<file path="src/rtl/board_pix_pkg.sv">
// Cell codes shared by the board renderer, the colour-mapping stage and the game controller.
package board_pix_pkg;

    typedef enum logic [1:0] {
        EMPTY  = 2'b00,
        MOVING = 2'b01,
        FIXED  = 2'b10,
        BORDER = 2'b11
    } cell_code_t;

    localparam int CNT_W = 12;

endpackage

</file>
<file path="src/rtl/board_pix_cnt.sv">
// Raster position tracker: pixel column x and line y recovered from the incoming vs/de timing.
module board_pix_cnt
    import board_pix_pkg::*;
#(
    parameter int unsigned H_ACT = 12'd1280,
    parameter int unsigned V_ACT = 12'd720
) (
    input  logic             pix_clk,
    input  logic             rst,
    input  logic             vs_in,
    input  logic             de_in,
    output logic [CNT_W-1:0] x,
    output logic [CNT_W-1:0] y,
    output logic             vs_rise
);

    localparam logic [CNT_W-1:0] X_MAX = CNT_W'(H_ACT - 1);
    localparam logic [CNT_W-1:0] Y_MAX = CNT_W'(V_ACT - 1);

    logic vs_d;
    logic de_d;
    logic de_fall;

    function automatic logic [CNT_W-1:0] sat_inc(input logic [CNT_W-1:0] v,
                                                 input logic [CNT_W-1:0] lim);
        return (v >= lim) ? v : v + 1'b1;
    endfunction

    assign vs_rise = vs_in & ~vs_d;
    assign de_fall = de_d & ~de_in;

    // A new frame clears y even if a line ends on the same cycle.
    always_ff @(posedge pix_clk or posedge rst) begin
        if (rst) begin
            vs_d <= 1'b0;
            de_d <= 1'b0;
            x    <= '0;
            y    <= '0;
        end else begin
            vs_d <= vs_in;
            de_d <= de_in;
            if (de_in)
                x <= sat_inc(x, X_MAX);
            else if (de_fall)
                x <= '0;
            if (vs_rise)
                y <= '0;
            else if (de_fall)
                y <= sat_inc(y, Y_MAX);
        end
    end

endmodule

</file>
<file path="src/rtl/board_pix_gen.sv">
// Playfield pixel generator: maps raster position to a 2-bit cell code with 2-cycle latency.
// Optional grid lines inside the playfield are built when GRID_LINES_EN is defined.
module board_pix_gen
    import board_pix_pkg::*;
#(
    parameter int unsigned H_ACT    = 12'd1280,
    parameter int unsigned V_ACT    = 12'd720,
    parameter int unsigned CELL_PX  = 32,
    parameter int unsigned COLS     = 10,
    parameter int unsigned ROWS     = 20,
    parameter int unsigned BOARD_X0 = 448,
    parameter int unsigned BOARD_Y0 = 8
) (
    input  logic              pix_clk,
    input  logic              rst,
    input  logic              vs_in,
    input  logic              hs_in,
    input  logic              de_in,
    output logic [4:0]        row_addr,
    input  logic [COLS-1:0]   row_data,
    input  logic [15:0]       piece_mask,
    input  logic signed [4:0] piece_col,
    input  logic signed [4:0] piece_row,
    output logic [1:0]        pix_data,
    output logic              vs_out,
    output logic              hs_out,
    output logic              de_out
);

    localparam int          CELL_SH  = $clog2(CELL_PX);
    localparam logic [12:0] X_LO     = 13'(BOARD_X0);
    localparam logic [12:0] X_HI     = 13'(BOARD_X0 + (COLS + 2) * CELL_PX);
    localparam logic [12:0] Y_LO     = 13'(BOARD_Y0);
    localparam logic [12:0] Y_HI     = 13'(BOARD_Y0 + (ROWS + 2) * CELL_PX);
    localparam logic [7:0]  LAST_COL = 8'(COLS + 1);
    localparam logic [7:0]  LAST_ROW = 8'(ROWS + 1);

    logic [CNT_W-1:0]  x;
    logic [CNT_W-1:0]  y;
    logic              vs_rise;

    logic [15:0]       sh_mask;
    logic signed [4:0] sh_col;
    logic signed [4:0] sh_row;

    logic [12:0]       x_off;
    logic [12:0]       y_off;
    logic [7:0]        cx;
    logic [7:0]        cy;
    logic              in_region;
    logic              in_rows;
    logic              in_play;
    logic signed [13:0] dx;
    logic signed [13:0] dy;
    logic              piece_hit;
    logic [4:0]        row_addr_nxt;

    logic              vs_p1, hs_p1, vld_p1, region_p1, hit_p1;
    logic [7:0]        cx_p1, cy_p1;
    logic              vs_p2, hs_p2, vld_p2, region_p2, hit_p2, edge_p2;
    logic [7:0]        cx_p2;
    logic              fixed_bit;

    board_pix_cnt #(
        .H_ACT (H_ACT),
        .V_ACT (V_ACT)
    ) u_cnt (
        .pix_clk (pix_clk),
        .rst     (rst),
        .vs_in   (vs_in),
        .de_in   (de_in),
        .x       (x),
        .y       (y),
        .vs_rise (vs_rise)
    );

    // Piece state is latched once per frame so the drawn piece never tears.
    always_ff @(posedge pix_clk or posedge rst) begin
        if (rst) begin
            sh_mask <= '0;
            sh_col  <= '0;
            sh_row  <= '0;
        end else if (vs_rise) begin
            sh_mask <= piece_mask;
            sh_col  <= piece_col;
            sh_row  <= piece_row;
        end
    end

    always_comb begin
        x_off        = {1'b0, x} - X_LO;
        y_off        = {1'b0, y} - Y_LO;
        cx           = 8'(x_off >> CELL_SH);
        cy           = 8'(y_off >> CELL_SH);
        in_region    = ({1'b0, x} >= X_LO) && ({1'b0, x} < X_HI) &&
                       ({1'b0, y} >= Y_LO) && ({1'b0, y} < Y_HI);
        in_rows      = in_region && (cy >= 8'd1) && (cy <= 8'(ROWS));
        in_play      = in_rows && (cx >= 8'd1) && (cx <= 8'(COLS));
        dx           = $signed({6'b0, cx}) - 14'sd1 - 14'(sh_col);
        dy           = $signed({6'b0, cy}) - 14'sd1 - 14'(sh_row);
        piece_hit    = in_play && (dx >= 14'sd0) && (dx < 14'sd4) &&
                       (dy >= 14'sd0) && (dy < 14'sd4) && sh_mask[{dy[1:0], dx[1:0]}];
        row_addr_nxt = in_rows ? 5'(cy - 8'd1) : 5'd0;
    end

    // Stage 1: cell coordinates, region flag, piece hit, board RAM address
    always_ff @(posedge pix_clk or posedge rst) begin
        if (rst) begin
            vs_p1     <= 1'b0;
            hs_p1     <= 1'b0;
            vld_p1    <= 1'b0;
            region_p1 <= 1'b0;
            hit_p1    <= 1'b0;
            cx_p1     <= '0;
            cy_p1     <= '0;
            row_addr  <= '0;
        end else begin
            vs_p1     <= vs_in;
            hs_p1     <= hs_in;
            vld_p1    <= de_in;
            region_p1 <= in_region;
            hit_p1    <= piece_hit;
            cx_p1     <= cx;
            cy_p1     <= cy;
            row_addr  <= row_addr_nxt;
        end
    end

    // Stage 2: border classification; row_data arrives alongside this stage
    always_ff @(posedge pix_clk or posedge rst) begin
        if (rst) begin
            vs_p2     <= 1'b0;
            hs_p2     <= 1'b0;
            vld_p2    <= 1'b0;
            region_p2 <= 1'b0;
            hit_p2    <= 1'b0;
            edge_p2   <= 1'b0;
            cx_p2     <= '0;
        end else begin
            vs_p2     <= vs_p1;
            hs_p2     <= hs_p1;
            vld_p2    <= vld_p1;
            region_p2 <= region_p1;
            hit_p2    <= hit_p1;
            edge_p2   <= (cx_p1 == 8'd0) || (cx_p1 == LAST_COL) ||
                         (cy_p1 == 8'd0) || (cy_p1 == LAST_ROW);
            cx_p2     <= cx_p1;
        end
    end

`ifdef GRID_LINES_EN
    logic grid_hit;
    logic grid_p1;
    logic grid_p2;

    assign grid_hit = in_play && ((x_off[CELL_SH-1:0] == '0) || (y_off[CELL_SH-1:0] == '0));

    always_ff @(posedge pix_clk or posedge rst) begin
        if (rst) begin
            grid_p1 <= 1'b0;
            grid_p2 <= 1'b0;
        end else begin
            grid_p1 <= grid_hit;
            grid_p2 <= grid_p1;
        end
    end
`endif

    always_comb begin
        fixed_bit = 1'b0;
        for (int c = 0; c < int'(COLS); c++)
            if (cx_p2 == 8'(c + 1))
                fixed_bit = row_data[c];
        if (!vld_p2 || !region_p2)
            pix_data = EMPTY;
        else if (edge_p2)
            pix_data = BORDER;
        else if (hit_p2)
            pix_data = MOVING;
`ifdef GRID_LINES_EN
        else if (grid_p2)
            pix_data = BORDER;
`endif
        else if (fixed_bit)
            pix_data = FIXED;
        else
            pix_data = EMPTY;
    end

    assign vs_out = vs_p2;
    assign hs_out = hs_p2;
    assign de_out = vld_p2;

endmodule
</file>
<file path="config.mk">
export PLATFORM = sky130hd
export DESIGN_NAME = board_pix_gen
export DESIGN_NICKNAME = d
export VERILOG_FILES = /design/src/rtl/board_pix_pkg.sv /design/src/rtl/board_pix_cnt.sv /design/src/rtl/board_pix_gen.sv
export SDC_FILE = /design/constraint.sdc
export NUM_CORES = 1
export LEC_CHECK = 0
export CORE_MARGIN = 2
export CORE_UTILIZATION = 26
export CTS_CLUSTER_SIZE = 10
export DETAILED_ROUTE_END_ITERATION = 7
export HOLD_SLACK_MARGIN = 0.05
export PLACE_DENSITY = 0.52
export SLEW_MARGIN = 40
export SYNTH_ARGS = -nofsm -noshare
export SYNTH_HDL_FRONTEND = slang
export SYNTH_SLANG_ARGS = --single-unit
export TNS_END_PERCENT = 30
</file>
<file path="constraint.sdc">
create_clock -name pix_clk -period 5.1 [get_ports pix_clk]
set_input_delay 1.02 -clock pix_clk [delete_from_list [all_inputs] [get_ports pix_clk]]
set_output_delay 1.02 -clock pix_clk [all_outputs]
set_load 0.05 [all_outputs]
</file>
# Word level (Yosys, flattened, before mapping)
# Index checks and enable logic that the tools add are counted.
[word_totals] ff_bits=90 input_bits=41 out_inout_bits=10 word_cells=109
[classes] addsub=9 magnitude_cmp=15 eq_ne=14 muxes=23 n_bitwise=4 n_reduce_logical=24
[ops] op="$mux W12" n=6
[ops] op="$eq A8 B3 Y1 const B" n=4
[ops] op="$eq A8 B4 Y1 const B" n=4
[ops] op="$add A12 B1 Y12 const B" n=2
[ops] op="$lt A12 B10 Y1 const B" n=2
[ops] op="$ge A10 B1 Y1 const B" n=2
[ops] op="$lt A10 B4 Y1 const B" n=2
[ops] op="$sub A9 B5 Y10" n=2
[ops] op="$sub A8 B1 Y9 const B" n=2
[ops] op="$eq A8 B2 Y1 const B" n=2
[ops] op="$ge A8 B1 Y1 const B" n=2
[ops] op="$logic_not A8 Y1" n=2
[ops] op="$sub A12 B4 Y13 const B" n=1
[ops] op="$sub A12 B9 Y13 const B" n=1
[ops] op="$ge A12 B10 Y1 const B" n=1
[ops] op="$ge A12 B11 Y1 const B" n=1
[ops] op="$ge A12 B4 Y1 const B" n=1
[ops] op="$ge A12 B9 Y1 const B" n=1
[ops] op="$logic_and A1 B1 Y1" n=12
[ops] op="$mux W1" n=11
[ops] op="$eq A8 B1 Y1 const B" n=1
[ops] op="$eq A8 B5 Y1 const B" n=1
[ops] op="$le A8 B4 Y1 const B" n=1
[ops] op="$le A8 B5 Y1 const B" n=1
[ops] op="other kinds (13)" n=24

# Longest topological paths before layout
# Gate-level depths: netlist of run 1.
[logic_depth] ltp_word=15 ltp_mapped=16 mapped_depth_nobuf=15

# Modules after synthesis
# Synthesis of run 1 repeated with hierarchy kept, for this count alone.
[hier_totals] cells_unflattened=489 area_unflattened_um2=5104.9
[by_module_without_submodules] mod="board_pix_gen" instances=1 cells_each=352 area_each_um2=3721.1 seq_area_each_um2=1651.6
[by_module_without_submodules] mod="board_pix_cnt" instances=1 cells_each=137 area_each_um2=1383.8 seq_area_each_um2=650.6

# Worst setup path after synthesis of run 1
# Ideal clock, no wire load.
[synth_path] kind="reg-to-reg" from="register u_cnt.y[3]" to="register hit_p1" setup_ns=0.095 arrival_ns=3.317 t_required_ns=5.005 setup_slack_ns=1.688 stages_incl_launch_ff=17 path_cell_list="dfrtp_1 > buf_6 > o21ai_0 > nand2b_1 > inv_1 > ha_1 > o21ai_0 > and2_1 > nor2_1 > xor2_1 > ha_1 > a21o_1 > a221oi_2 > xor2_1 > o2111ai_1 > a2111oi_2 > nor4b_2"
[synth_via] word_cells_on_any_way=22
[synth_lines] item="start: declaration" line="board_pix_cnt.sv:13" rtl="output logic [CNT_W-1:0] y,"
[synth_lines] item="start signal: assignment" line="board_pix_cnt.sv:49" rtl="y <= sat_inc(y, Y_MAX);"
[synth_lines] item="$sub A12 B4 Y13 *" line="board_pix_gen.sv:92" rtl="y_off = {1'b0, y} - Y_LO;"
[synth_lines] item="via y_off[5]" line="board_pix_gen.sv:47" rtl="logic [12:0] y_off;"
[synth_lines] item="branches (longest 9 deep; another with $sub A9 B5 Y10)"
[synth_lines] item="$logic_and A1 B1 Y1 *" line="board_pix_gen.sv:102" rtl="(dy >= 14'sd0) && (dy < 14'sd4) && sh_mask[{dy[1:0], dx[1:0]}];"
[synth_lines] item="via piece_hit" line="board_pix_gen.sv:55" rtl="logic piece_hit;"
[synth_lines] item="end signal: assignment" line="board_pix_gen.sv:122" rtl="hit_p1 <= piece_hit;"
[synth_lines] item="end: declaration" line="board_pix_gen.sv:58" rtl="logic vs_p1, hs_p1, vld_p1, region_p1, hit_p1;"
# Mark *: on every way through the listed nets, which the timed path passes. The select of a mux whose other input is x is not followed.
# A chain may end at the register's enable or synchronous reset.

# Worst setup path in the final report of run 1
[layout_path] from="input row_data[6]" to="output pix_data[1]"
[layout_via] elab_chain_cells=8
[layout_lines] item="start: declaration" line="board_pix_gen.sv:20" rtl="input logic [COLS-1:0] row_data,"
[layout_lines] item="$mux W1 (4 in series)" line="board_pix_gen.sv:172" rtl="if (cx_p2 == 8'(c + 1))"
[layout_lines] item="$mux W2" line="board_pix_gen.sv:184" rtl="else if (fixed_bit)"
[layout_lines] item="$mux W2" line="board_pix_gen.sv:178" rtl="else if (hit_p2)"
[layout_lines] item="$mux W2" line="board_pix_gen.sv:176" rtl="else if (edge_p2)"
[layout_lines] item="$mux W2" line="board_pix_gen.sv:174" rtl="if (!vld_p2 || !region_p2)"
[layout_lines] item="end: declaration" line="board_pix_gen.sv:24" rtl="output logic [1:0] pix_data,"
# No other way between the ends.

==> impl_metrics.py, run 1 <==
metrics = {
    "worst_hold_path": {
        "hp-class": "flip-flop to flip-flop",
        "holdPathStages": 0,
    },
    "cells_and_area": {
        "final_nets": 592,
        "final_common_cell": "dfrtp_1",
        "stdcell_count": 789,
        "mostFrequentLayoutCells": "90 x dfrtp_1, 50 x clkdlybuf4s50_1, 42 x nor2_1",
        "diodes": 0,
        "drive_gt1_share_pct": 11.3,
        "stdcell_area_sq_um": 6150,
        "syn2layout_area_growth_pct": 21.3,
        "utilization_pct": 31.9,
    },
    "critical_path": {
        "cp.required_ps": 4080,
        "r2r_cells": 15,
        "crit_path_end_kind": "primary output",
        "start_kind": "input pin",
        "crit_arrival_ps": 3040,
        "crit_fanout": 1,
        "crit_type": "input pin to primary output",
    },
    "clock_network": {
        "cts_tree": "yes",
        "cts_buffers": 9,
        "clockBufferDepth": 2,
        "clk_root_buffer_cell": "clkbuf_16",
        "clock_sinks": 90,
        "ctsResizeCount": 0,
        "cts_max_level": 3,
        "clock_latency_ps": 360,
        "postCtsSetupBuffers": 0,
        "clkTransAtPathRegs_ps": 60,
        "cts_hold_buf": 0,
    },
    "placed_design": {
        "dp_cells": 773,
        "io_buffers": 50,
        "dpl_cell_area_sq_um": 5860,
        "dp_hpwl_um": 7790,
        "gp_congestion": 0.801,
    },
    "grt": {
        "use_met2_pct": 17.0,
        "busiest_layer": "met2",
        "grt_use_met3_pct": 2.97,
        "overflow": 0,
        "grt_pass1_wl_um": 18000,
        "grt_max_degree": 53,
        "antenna_found_initial": 0,
        "use_met1_pct": 15.2,
        "grt_usage_pct": 11.2,
        "grt_pass1_vias": 3588,
    },
    "floorplan": {
        "die_w_um": 144,
        "initial_core_util_pct": 26.3,
        "ioPinCount": 51,
        "rows": 51,
        "coreArea_sq_um": 19300,
        "dieArea_sq_um": 20600,
        "die_h_um": 144,
    },
    "timing": {
        "worst_pin_slew_ps": 802,
        "period_minus_slack_ps": 4060,
        "drv_slew": 0,
        "period_share_pct": 79.6,
        "max_slew_margin_pct": 46.4,
        "skew_ps": 10.6,
        "finalHoldViolCount": 0,
        "tns_ps": 0,
        "max_freq_mhz": 246,
        "setup_viol": 0,
        "rsz0062_at_grt": "false",
    },
    "power": {
        "vdd_drop_max_mv": 0.166,
        "leakagePower_nw": 2.51,
        "p_total_mw": 1.74,
        "power_density_nw_per_um2": 283,
    },
    "detailed_routing": {
        "ant_nets": 0,
        "via_count": 3577,
        "vias_per_cell": 4.53,
        "finalWirelength_um": 10700,
        "drtIter0Drc": 224,
        "route.detailed.wl_per_inst_um": 13.5,
        "drt_first_pass_iters": 4,
        "drc_errors": 0,
    },
    "synthesis": {
        "ys_ff_latch": 90,
        "postSynthCellCount": 471,
        "synth_area_leaders": "dfrtp_1 44%, ha_1 7.4%, mux2_2 4.0%",
        "synth_seq_area_share_pct": 44.4,
        "async_reset_ff_share_pct": 100,
        "yosysTopAreaCell": "dfrtp_1",
        "syn_nets": 544,
        "ys_types": 64,
        "synth_warnings": 0,
        "syn-cell-area_sq_um": 5070,
        "synth_edf_count": 0,
        "ys.flop_type": "dfrtp_1",
        "synth_top_area_share_pct": 44.4,
        "avgSynthCellArea_sq_um": 10.8,
    },
    "run": {
        "max_cap_viol_count": 0,
    },
    "status": {
        "outcome": "complete, no violations",
    },
}
kinds of logic (layout without fill, tap and decap cells):
| logic type | count (synthesis) | count (layout) | synth area share, % |
|---|---|---|---|
| fa+ha+maj | 32 | 32 | 8.20 |
| mux | 27 | 27 | 7.26 |
| buf+inv | 44 | 97 | 3.83 |
| flops | 90 | 90 | 44.4 |
| xor+xnor | 43 | 43 | 7.43 |
| simple gates | 150 | 150 | 16.4 |
| compound gates | 85 | 85 | 12.4 |
cell usage after synthesis, types with 3 or more instances:
| cell type | n |
|---|---|
| a211oi_1 | 4 |
| a21o_1 | 6 |
| a21oi_1 | 14 |
| a31oi_1 | 4 |
| and2_1 | 3 |
| and3_1 | 9 |
| and4_1 | 4 |
| buf_2 | 4 |
| buf_6 | 3 |
| clkbuf_1 | 6 |
| dfrtp_1 | 90 |
| ha_1 | 30 |
| inv_1 | 29 |
| mux2_2 | 18 |
| mux2i_1 | 3 |
| mux4_2 | 6 |
| nand2_1 | 28 |
| nand2b_1 | 4 |
| nand3_1 | 9 |
| nand3b_1 | 3 |
| nand4_1 | 4 |
| nor2_1 | 42 |
| nor2b_1 | 10 |
| nor3_1 | 9 |
| nor4_1 | 5 |
| o2111ai_1 | 4 |
| o211ai_1 | 3 |
| o21a_1 | 6 |
| o21ai_0 | 23 |
| or3_1 | 5 |
| xnor2_1 | 22 |
| xor2_1 | 21 |
per-layer routing:
metal	part of all wire, %	wire, um	vias up
li1	-	-	1767
met1	49	5280	1729
met2	45	4780	71
met3	4.2	444	10
met4	1.6	175	0
met5	0	0	-
worst max-delay path: stages:
cell and delay [ps]:
clkdlybuf4s50_1 400, mux4_2 460, a21oi_1 150, o21ai_0 90
a31oi_1 160, nor2_1 50, clkdlybuf4s50_1 690
registers in the layout, indices dropped and copies added, names as in the netlist, 5 cells and up:
| name | cells |
|---|---|
| sh_col | 5 |
| u_cnt.x | 12 |
| u_cnt.y | 12 |
| sh_mask | 16 |
| cy_p1 | 8 |
| row_addr | 5 |
| sh_row | 5 |
| cx_p1 | 8 |
| cx_p2 | 8 |
path summary, 6_finish.rpt:
path / start / to / slack, ps
max in group asynchronous: rst / u_cnt.y[11] / 2950
min in group asynchronous: rst / cx_p1[7] / 1060
setup / recovery: row_data[6] / pix_data[1] / 1040
hold reg to reg: hs_p1 / hs_out / 350
hold / removal: hs_p1 / hs_out / 350
setup reg to reg: u_cnt.y[3] / hit_p1 / 1160
final cells by class:
| cell class | count | area, sq um |
|---|---|---|
| Multi-Input combinational cell | 337 | 2640 |
| Clock inverter | 4 | 26.3 |
| Timing Repair Buffer | 52 | 536 |
| Tap cell | 265 | 332 |
| Sequential cell | 90 | 2250 |
| Inverter | 29 | 110 |
| Clock buffer | 12 | 256 |
| Fill cell | 2013 | 13100 |
per-stage QoR:
step	setup slack, ps	hold WS [ps]
2_1_floorplan	1690	331
3_3_place_gp	1040	338
3_5_place_dp	1030	336
4_1_cts	1020	350
5_1_grt	722	357
6_report	1040	347
where the power goes:
group / switching (mW) / internal [mW]
sequential: 0.0308 / 0.761
combinational: 0.159 / 0.155
clock: 0.279 / 0.356
(Power assumes the default switching activity.)
==> run 2, diff against run 1 <==
==> constraint.sdc (replaced) <==
create_clock -name pix_clk -period 4.1 [get_ports pix_clk]
set_input_delay 0.82 -clock pix_clk [delete_from_list [all_inputs] [get_ports pix_clk]]
set_output_delay 0.82 -clock pix_clk [all_outputs]
set_load 0.05 [all_outputs]
==> run 2 against run 1 <==
Total power is 22% higher. Register-to-register slack worse by 780 ps. Worst hold slack better by 9.1 ps. Wire length is 3.1% higher. Critical path type is now flip-flop to flip-flop. Highest routed layer unchanged.
==> impl_metrics.py, run 2 (synthesized netlist as in run 1, its figures left out) <==
metrics = {
    "status": {
        "outcome": "complete, no violations",
    },
    "worst_hold_path": {
        "hp-class": "flip-flop to flip-flop",
        "holdPathStages": 0,
    },
    "timing": {
        "finalHoldViolCount": 0,
        "hold_ws_ps": 356,
        "tns_ps": 0,
        "period_minus_slack_ps": 3720,
        "period_share_pct": 90.6,
        "worst_pin_slew_ps": 746,
        "drv_slew": 0,
        "skew_ps": 6.97,
        "rsz0062_at_grt": "false",
        "setup_viol": 0,
        "max_freq_mhz": 269,
        "max_slew_margin_pct": 49.6,
        "setup_slack_ps": 384,
    },
    "placed_design": {
        "dp_hpwl_um": 8170,
        "io_buffers": 50,
        "dp_slack_ps": 260,
        "gp_congestion": 0.830,
    },
    "cells_and_area": {
        "syn2layout_area_growth_pct": 21.2,
        "drive_gt1_share_pct": 11.9,
        "multi_input_area_sq_um": 2640,
        "top_regs": "sh_mask: 16 flops, u_cnt.x: 12 flops, u_cnt.y: 12 flops",
        "regMostFlops": "sh_mask",
        "diodes": 0,
        "mostFrequentLayoutCells": "90 x dfrtp_1, 50 x clkdlybuf4s50_1, 42 x nor2_1",
        "final_nets": 598,
        "seq_area_sq_um": 2250,
        "largest_reg_flops": 16,
        "final_common_cell": "dfrtp_1",
        "fillerInstances": 2024,
    },
    "power": {
        "vdd_drop_max_mv": 0.198,
        "leakagePower_nw": 2.51,
        "p_total_mw": 2.12,
        "power_density_nw_per_um2": 344,
    },
    "grt": {
        "grt_usage_pct": 11.5,
        "grt_pass1_vias": 3705,
        "antenna_found_initial": 0,
        "grt_max_degree": 39,
        "grt_pass1_wl_um": 18500,
        "overflow": 0,
    },
    "detailed_routing": {
        "drt_first_pass_iters": 4,
        "finalWirelength_um": 11000,
        "route.detailed.wl_per_inst_um": 13.9,
        "vias_per_cell": 4.58,
        "ant_nets": 0,
        "via_count": 3635,
        "drc_errors": 0,
        "drtIter0Drc": 252,
    },
    "floorplan": {
        "coreArea_sq_um": 19300,
        "ioPinCount": 51,
        "die_w_um": 144,
        "initial_core_util_pct": 26.3,
        "dieArea_sq_um": 20600,
        "rows": 51,
        "die_h_um": 144,
    },
    "clock_network": {
        "clockBufferDepth": 2,
        "cts_max_level": 3,
        "cts_buffers": 9,
        "clkTransAtPathRegs_ps": 60,
        "cts_tree": "yes",
        "clock_latency_ps": 350,
        "clock_sinks": 90,
        "clk_root_buffer_cell": "clkbuf_16",
        "postCtsSetupBuffers": 0,
    },
    "critical_path": {
        "cp.required_ps": 4360,
        "r2r_cells": 15,
        "crit_type": "flip-flop to flip-flop",
        "crit_arrival_ps": 3980,
        "crit_fanout": 7,
        "start_kind": "flip-flop",
        "crit_path_end_kind": "flip-flop",
    },
    "run": {
        "max_cap_viol_count": 0,
    },
}
-- run 2: routing by layer --
metal | wire length [um] | vias up | track usage, %
met5 | 0 | - | 0
met4 | 197 | 0 | 4.44
met3 | 474 | 15 | 3.13
met2 | 4870 | 72 | 17.5
met1 | 5470 | 1775 | 15.7
li1 | - | 1773 | -
-- run 2: final cells by class --
class / instances / share of cell area [%]
Clock buffer: 12 / 3.85
Inverter: 29 / 1.79
Tap cell: 265 / 5.40
Timing Repair Buffer: 58 / 9.12
Multi-Input combinational cell: 337 / 42.9
Sequential cell: 90 / 36.7
Clock inverter: 3 / 0.285
-- run 2: critical path: stages, from the launching register on --
cell       delay (ps)
dfrtp_1           500
nor3_4            300
xor2_1            230
inv_1             110
ha_1              250
o21ai_0            80
and2_1            160
nor2_1             50
xor2_1            180
ha_1              380
a21o_1            230
a221oi_2          290
xor2_1            160
o2111ai_1         130
a2111oi_2         340
nor4b_2           230
-- run 2: repair_timing --
item                       4_1_cts  5_1_grt
hold buffers                     0        0
setup endpoints to repair        0        1
resized for setup                0        3
-- run 2: final timing paths --
kind                       startpoint   endpoint  slack [ps]
setup / recovery           u_cnt.y[4]     hit_p1         380
hold / removal                  hs_p1     hs_out         360
max in group asynchronous         rst  sh_row[3]        2550
min in group asynchronous         rst   cx_p1[3]         760
setup reg to reg           u_cnt.y[4]     hit_p1         380
hold reg to reg                 hs_p1     hs_out         360
-- run 2: stage by stage --
step / area (sq um) / util, % / instances
global placement: 5880 / 30.5 / 779
floorplan: 5070 / - / 471
CTS: 6140 / 31.8 / 794
finish: 6140 / 31.9 / 794
global route: 6140 / 31.9 / 794
detailed placement: 5880 / 30.5 / 779
-- run 2: power breakdown --
part	leakage [nW]	total (mW)	switching, mW	internal, mW
clock network	0.122	0.739	0.333	0.406
logic	1.30	0.391	0.199	0.192
registers	1.09	0.986	0.0396	0.947
